## src/rtl/preserving_reg_file.sv

```systemverilog
// preserving_reg_file
//   Multi-ported register file with one write port, two combinational read
//   ports and a per-register "busy" scoreboard bit. One index is hardwired to
//   zero. Writes to that index, or to indices >= DEPTH, are dropped.
//   Optional write-to-read forwarding is controlled by BYPASS.
//
// Parameters
//   WIDTH    data bits per register
//   DEPTH    number of registers (>= 2)
//   ZERO_REG index that always reads zero and is never written or reserved
//   BYPASS   1 = read ports forward wr_data on an address match, 0 = no forwarding
//
// Ports
//   clk                     single clock, all state updates on rising edge
//   reset                   synchronous, active-high; clears data and busy bits
//   wr_en/wr_addr/wr_data   write request; a completed write clears busy
//   rd_addr_a/rd_addr_b     read selects
//   rd_data_a/rd_data_b     combinational read data
//   rsv_en/rsv_addr         reserve request; sets busy on the next edge
//   busy_a/busy_b           registered busy bit of rd_addr_a / rd_addr_b
module preserving_reg_file #(
  parameter int WIDTH    = 64,
  parameter int DEPTH    = 32,
  parameter int ZERO_REG = 31,
  parameter int BYPASS   = 1,
  localparam int AW      = (DEPTH > 1) ? $clog2(DEPTH) : 1
) (
  input  logic             clk,
  input  logic             reset,
  input  logic             wr_en,
  input  logic [AW-1:0]    wr_addr,
  input  logic [WIDTH-1:0] wr_data,
  input  logic [AW-1:0]    rd_addr_a,
  input  logic [AW-1:0]    rd_addr_b,
  output logic [WIDTH-1:0] rd_data_a,
  output logic [WIDTH-1:0] rd_data_b,
  input  logic             rsv_en,
  input  logic [AW-1:0]    rsv_addr,
  output logic             busy_a,
  output logic             busy_b
);

  logic [WIDTH-1:0] regs [DEPTH];
  logic [DEPTH-1:0] busy;

  logic wr_ok;
  logic rsv_ok;
  logic rd_ok_a;
  logic rd_ok_b;

  // An index is usable only if it exists and is not the hardwired zero slot.
  function automatic logic addr_ok(input logic [AW-1:0] a);
    return (32'(a) < DEPTH) && (32'(a) != ZERO_REG);
  endfunction

  assign wr_ok   = wr_en && addr_ok(wr_addr);
  assign rsv_ok  = rsv_en && addr_ok(rsv_addr);
  assign rd_ok_a = addr_ok(rd_addr_a);
  assign rd_ok_b = addr_ok(rd_addr_b);

  // Data storage. Unwritten registers simply hold their value.
  always_ff @(posedge clk) begin
    if (reset) begin
      for (int i = 0; i < DEPTH; i++) begin
        regs[i] <= '0;
      end
    end else if (wr_ok) begin
      regs[wr_addr] <= wr_data;
    end
  end

  // Busy scoreboard. The reserve assignment comes after the write-clear so
  // that when both hit the same register on one edge, the reservation wins.
  always_ff @(posedge clk) begin
    if (reset) begin
      busy <= '0;
    end else begin
      if (wr_ok) begin
        busy[wr_addr] <= 1'b0;
      end
      if (rsv_ok) begin
        busy[rsv_addr] <= 1'b1;
      end
    end
  end

  // Read port A. An address match with a valid read index implies the write
  // index is valid too, so no separate wr_ok term is needed for forwarding.
  always_comb begin
    rd_data_a = '0;
    busy_a    = 1'b0;
    if (rd_ok_a) begin
      busy_a = busy[rd_addr_a];
      if ((BYPASS != 0) && wr_en && (wr_addr == rd_addr_a)) begin
        rd_data_a = wr_data;
      end else begin
        rd_data_a = regs[rd_addr_a];
      end
    end
  end

  // Read port B, identical to port A.
  always_comb begin
    rd_data_b = '0;
    busy_b    = 1'b0;
    if (rd_ok_b) begin
      busy_b = busy[rd_addr_b];
      if ((BYPASS != 0) && wr_en && (wr_addr == rd_addr_b)) begin
        rd_data_b = wr_data;
      end else begin
        rd_data_b = regs[rd_addr_b];
      end
    end
  end

endmodule

```

## config.mk

```make
export PLATFORM = sky130hd
export DESIGN_NAME = preserving_reg_file
export DESIGN_NICKNAME = d
export VERILOG_FILES = /design/src/rtl/preserving_reg_file.sv
export SDC_FILE = /design/constraint.sdc
export NUM_CORES = 2
export LEC_CHECK = 0
export CORE_MARGIN = 1.5
export CORE_UTILIZATION = 50
export DETAILED_ROUTE_END_ITERATION = 8
export PLACE_DENSITY_LB_ADDON = 0.2
export SYNTH_ARGS = -nofsm -noshare
export SYNTH_HDL_FRONTEND = slang
export SYNTH_SLANG_ARGS = --single-unit
```

## constraint.sdc

```tcl
create_clock -name clk -period 4.05 [get_ports clk]
set_input_delay 1.0125 -clock clk [delete_from_list [all_inputs] [get_ports clk]]
set_output_delay 1.0125 -clock clk [all_outputs]
set_load 0.05 [all_outputs]
```

==> impl_metrics.ini <==
[global_routing]
antenna_found_initial = 49
grt_pass1_vias = 78700
grt.overflow.total = 0
grt_pass1_wl_um = 616000
grt.total_usage = 0.399
grt_max_degree = 65

[clock_tree]
cts.clk_slew.worst_paths_ns = 0.06
clock_path_buffers = 3
cts_tree = built
cts_made_buffers = 218
clock_latency_ns = 0.89
cts-htree-levels = 4
cts_hold_buffers = 0
cts_sinks = 2080
cts_root_buf = clkbuf_16

[detailed_routing]
wirelength_um = 457000
drtAntennaViolNets = 0
drt_pass1_iterations = 9
vias = 81300
post_drt_wl_per_cell_um = 40.4
route.detailed.drc = 0
via_per_inst = 7.19
drt_iter0_drc = 15000

[hold_path]
whs_path_depth = 1
min_path_type = flip-flop to flip-flop

[final_layout]
fillers = 15800
area.growth.synth_to_final_pct = 23.7
multi_input_area_um2 = 46900
final_cells = 11300
num-nets-final = 8305
seq_area_um2 = 62100
drive_above_1_share = 0.331

[synthesis]
ys_ff_latch = 2080
synth_compound_area_frac = 0.0549
synth-edff-count = 2048
synth_area_leader_cell = edfxtp_1
synth_top_family_by_area = multiplexers
synth.top_cells.by_area = edfxtp_1 (56%), mux4_2 (18%), and2_1 (11%)
yosysSeqAreaShare = 0.563
synthAdderAreaFrac = 0
async_reset_ff_frac = 0
synthesis.area_um2 = 110000
synthXorXnorAreaFrac = 0.000793
synthMuxAreaShare = 0.215
syn_avg_cell_area_um2 = 14.8
yosys_warnings = 0
ys.flop_type = edfxtp_1
yosysUniqueCellTypes = 54
yosys.area_share.simple = 0.132
synth_top_cell_area_share = 0.557
syn_inst = 7472

[sta]
finalSetupTns_ns = -1.05
fin_crit_sh = 1.03
worst_slack_ns = -0.122
period_minus_slack_ns = 4.17
max_freq_mhz = 240
worst_pin_slew_ns = 0.890
final-max-slew-violation-count = 0
relSlewSlack = 0.407
setup_viol = 38
fin_skew_ns = 0
rsz0062_at_grt = yes
hold_violations = 0

[critical_path]
critPathArrivalTime_ns = 3.16
worstSetupStartpoint = rd_addr_b[0]
r2r_start = busy[21]
cp-endpoint = rd_data_b[24]
worstPathRequired_ns = 3.04
timing.rr.end = busy[21]
critPathKind = primary input to output port
path_max_fanout = 7
worst_setup_path_end_kind = output port
reg2regPathDepth = 2
worst_setup_path_start_kind = primary input
rrSetupSlack_ns = 3.39

[power]
total_power_mw = 55.2
p_per_area_nw_per_um2 = 404
p_leak_nw = 49.2
ir_drop_mv = 0.510

[die]
core_um2 = 220000
die-area_um2 = 224000
start_util = 0.503
dieHeight_um = 473
die_width_um = 473
rows = 172
io_pins = 218

[placed_design]
io_buffers = 217
dp.final_hpwl_um = 262000
placed_cells = 10700
gp_congestion = 0.919

[status]
status = complete, but fails checks
violations = negative setup slack

[run]
cap_violations = 0
[worst max-delay path, stage by stage]
cell and delay, ns:
buf_16 0.18, buf_16 0.21, buf_16 0.17, buf_12 0.15, buf_6 0.11, mux4_2 0.50, a22oi_2 0.20, nand3_1 0.09
a32o_2 0.34, buf_8 0.16
[report_power, final]
group	total [mW]	internal, mW	switching [mW]
registers	25.5	24.9	0.642
clock network	20.2	11.3	8.90
logic	9.49	4.17	5.32
[timing repair]
action	4_1_cts	5_1_grt
gates resized for setup	346	259
setup endpoints to repair	130	119
pin swaps	64	111
setup buffers	72	75
endpoints found under the hold margin	0	0
gates cloned	21	24
[cell usage in the layout (no fill, tap or decap), types with 36 or more instances in the layout]
cell             synthesis  routed
buf_12                   1     392
clkinv_1                 0      48
a32o_2                   0      47
a22o_1                  73      40
a22oi_1                251     182
a211oi_1                82      44
clkinv_2                 0      45
buf_6                   36      88
and2_1                1987    1986
o21ai_0                 60      49
clkbuf_1               556      50
edfxtp_1              2048    2048
conb_1                   1      64
a21oi_1                 83      66
mux4_2                 883     883
o22ai_1                128     121
nor2_1                  81      61
clkbuf_16                0     245
a22oi_2                  0      69
mux2i_1                381     369
clkdlybuf4s50_1          0      70
nand3_1                 99      80
buf_4                   30     605
o221ai_1                45      44
nand2_1                116     104
diode_2                  0      36
buf_16                   0      55
[sequential cells by signal, summed over array words and instances, names as in the netlist]
register	flops
regs	2048
busy	32
[synth_stat cells, types with 5 or more instances]
cell type / count
edfxtp_1: 2048
and2_1: 1987
mux4_2: 883
clkbuf_1: 556
mux2i_1: 381
a22oi_1: 251
buf_2: 147
o22ai_1: 128
nand2_1: 116
nand3_1: 99
a21oi_1: 83
a211oi_1: 82
nor2_1: 81
a22o_1: 73
o21ai_0: 60
a32o_1: 59
o221ai_1: 45
buf_1: 42
nor3_1: 42
buf_6: 36
inv_1: 33
dfxtp_1: 32
a21o_1: 30
buf_4: 30
nor2b_1: 27
nor4_1: 20
a21boi_0: 19
nor3_2: 9
nand2b_1: 7
nand3b_1: 7
xnor2_1: 6
and3b_1: 5
mux2_2: 5
nor2_2: 5
nor3b_1: 5
[layer usage]
layer,GRT usage,wire [um]
met3,0.130,72600
met4,0.250,33200
met2,0.588,199000
met1,0.513,152000
met5,0,132
[worst min path at each step]
stage | slack, ns | startpoint | end
2_1_floorplan | 0.45 | busy[31] | busy[31]
3_3_place_gp | 0.46 | busy[30] | busy[30]
3_5_place_dp | 0.48 | busy[31] | busy[31]
4_1_cts | 0.48 | busy[31] | busy[31]
5_1_grt | 0.51 | busy[31] | busy[31]
6_report | 0.49 | busy[31] | busy[31]
[final cells by class]
class,count,area share
flip-flops and latches,2080,0.455
multi-input cells,4609,0.343
repair buffers,1275,0.123
clock buffers,271,0.0418
well taps,2871,0.0263
clock inverters,132,0.00929
inverters,33,0.000915
diodes,36,0.000659
[cell families after synthesis]
logic type / after synthesis
buffers and inverters: 846
AO/OA/AOI/OAI: 836
flip-flops: 2080
multiplexers: 1269
XOR/XNOR: 10
AND/OR/NAND/NOR: 2430
other: 1
[per-stage QoR]
stage               worst slack (ns)  area [um2]  hold WS, ns  utilization
global placement              -0.871      124000        0.465        0.567
finish                        -0.122      137000        0.489        0.623
floorplan                      0.176      111000        0.450            -
detailed placement            -0.767      124000        0.477        0.567
CTS                           -0.101      134000        0.484        0.612
global route                  -0.126      137000        0.507        0.622
(Power assumes the default switching activity.)
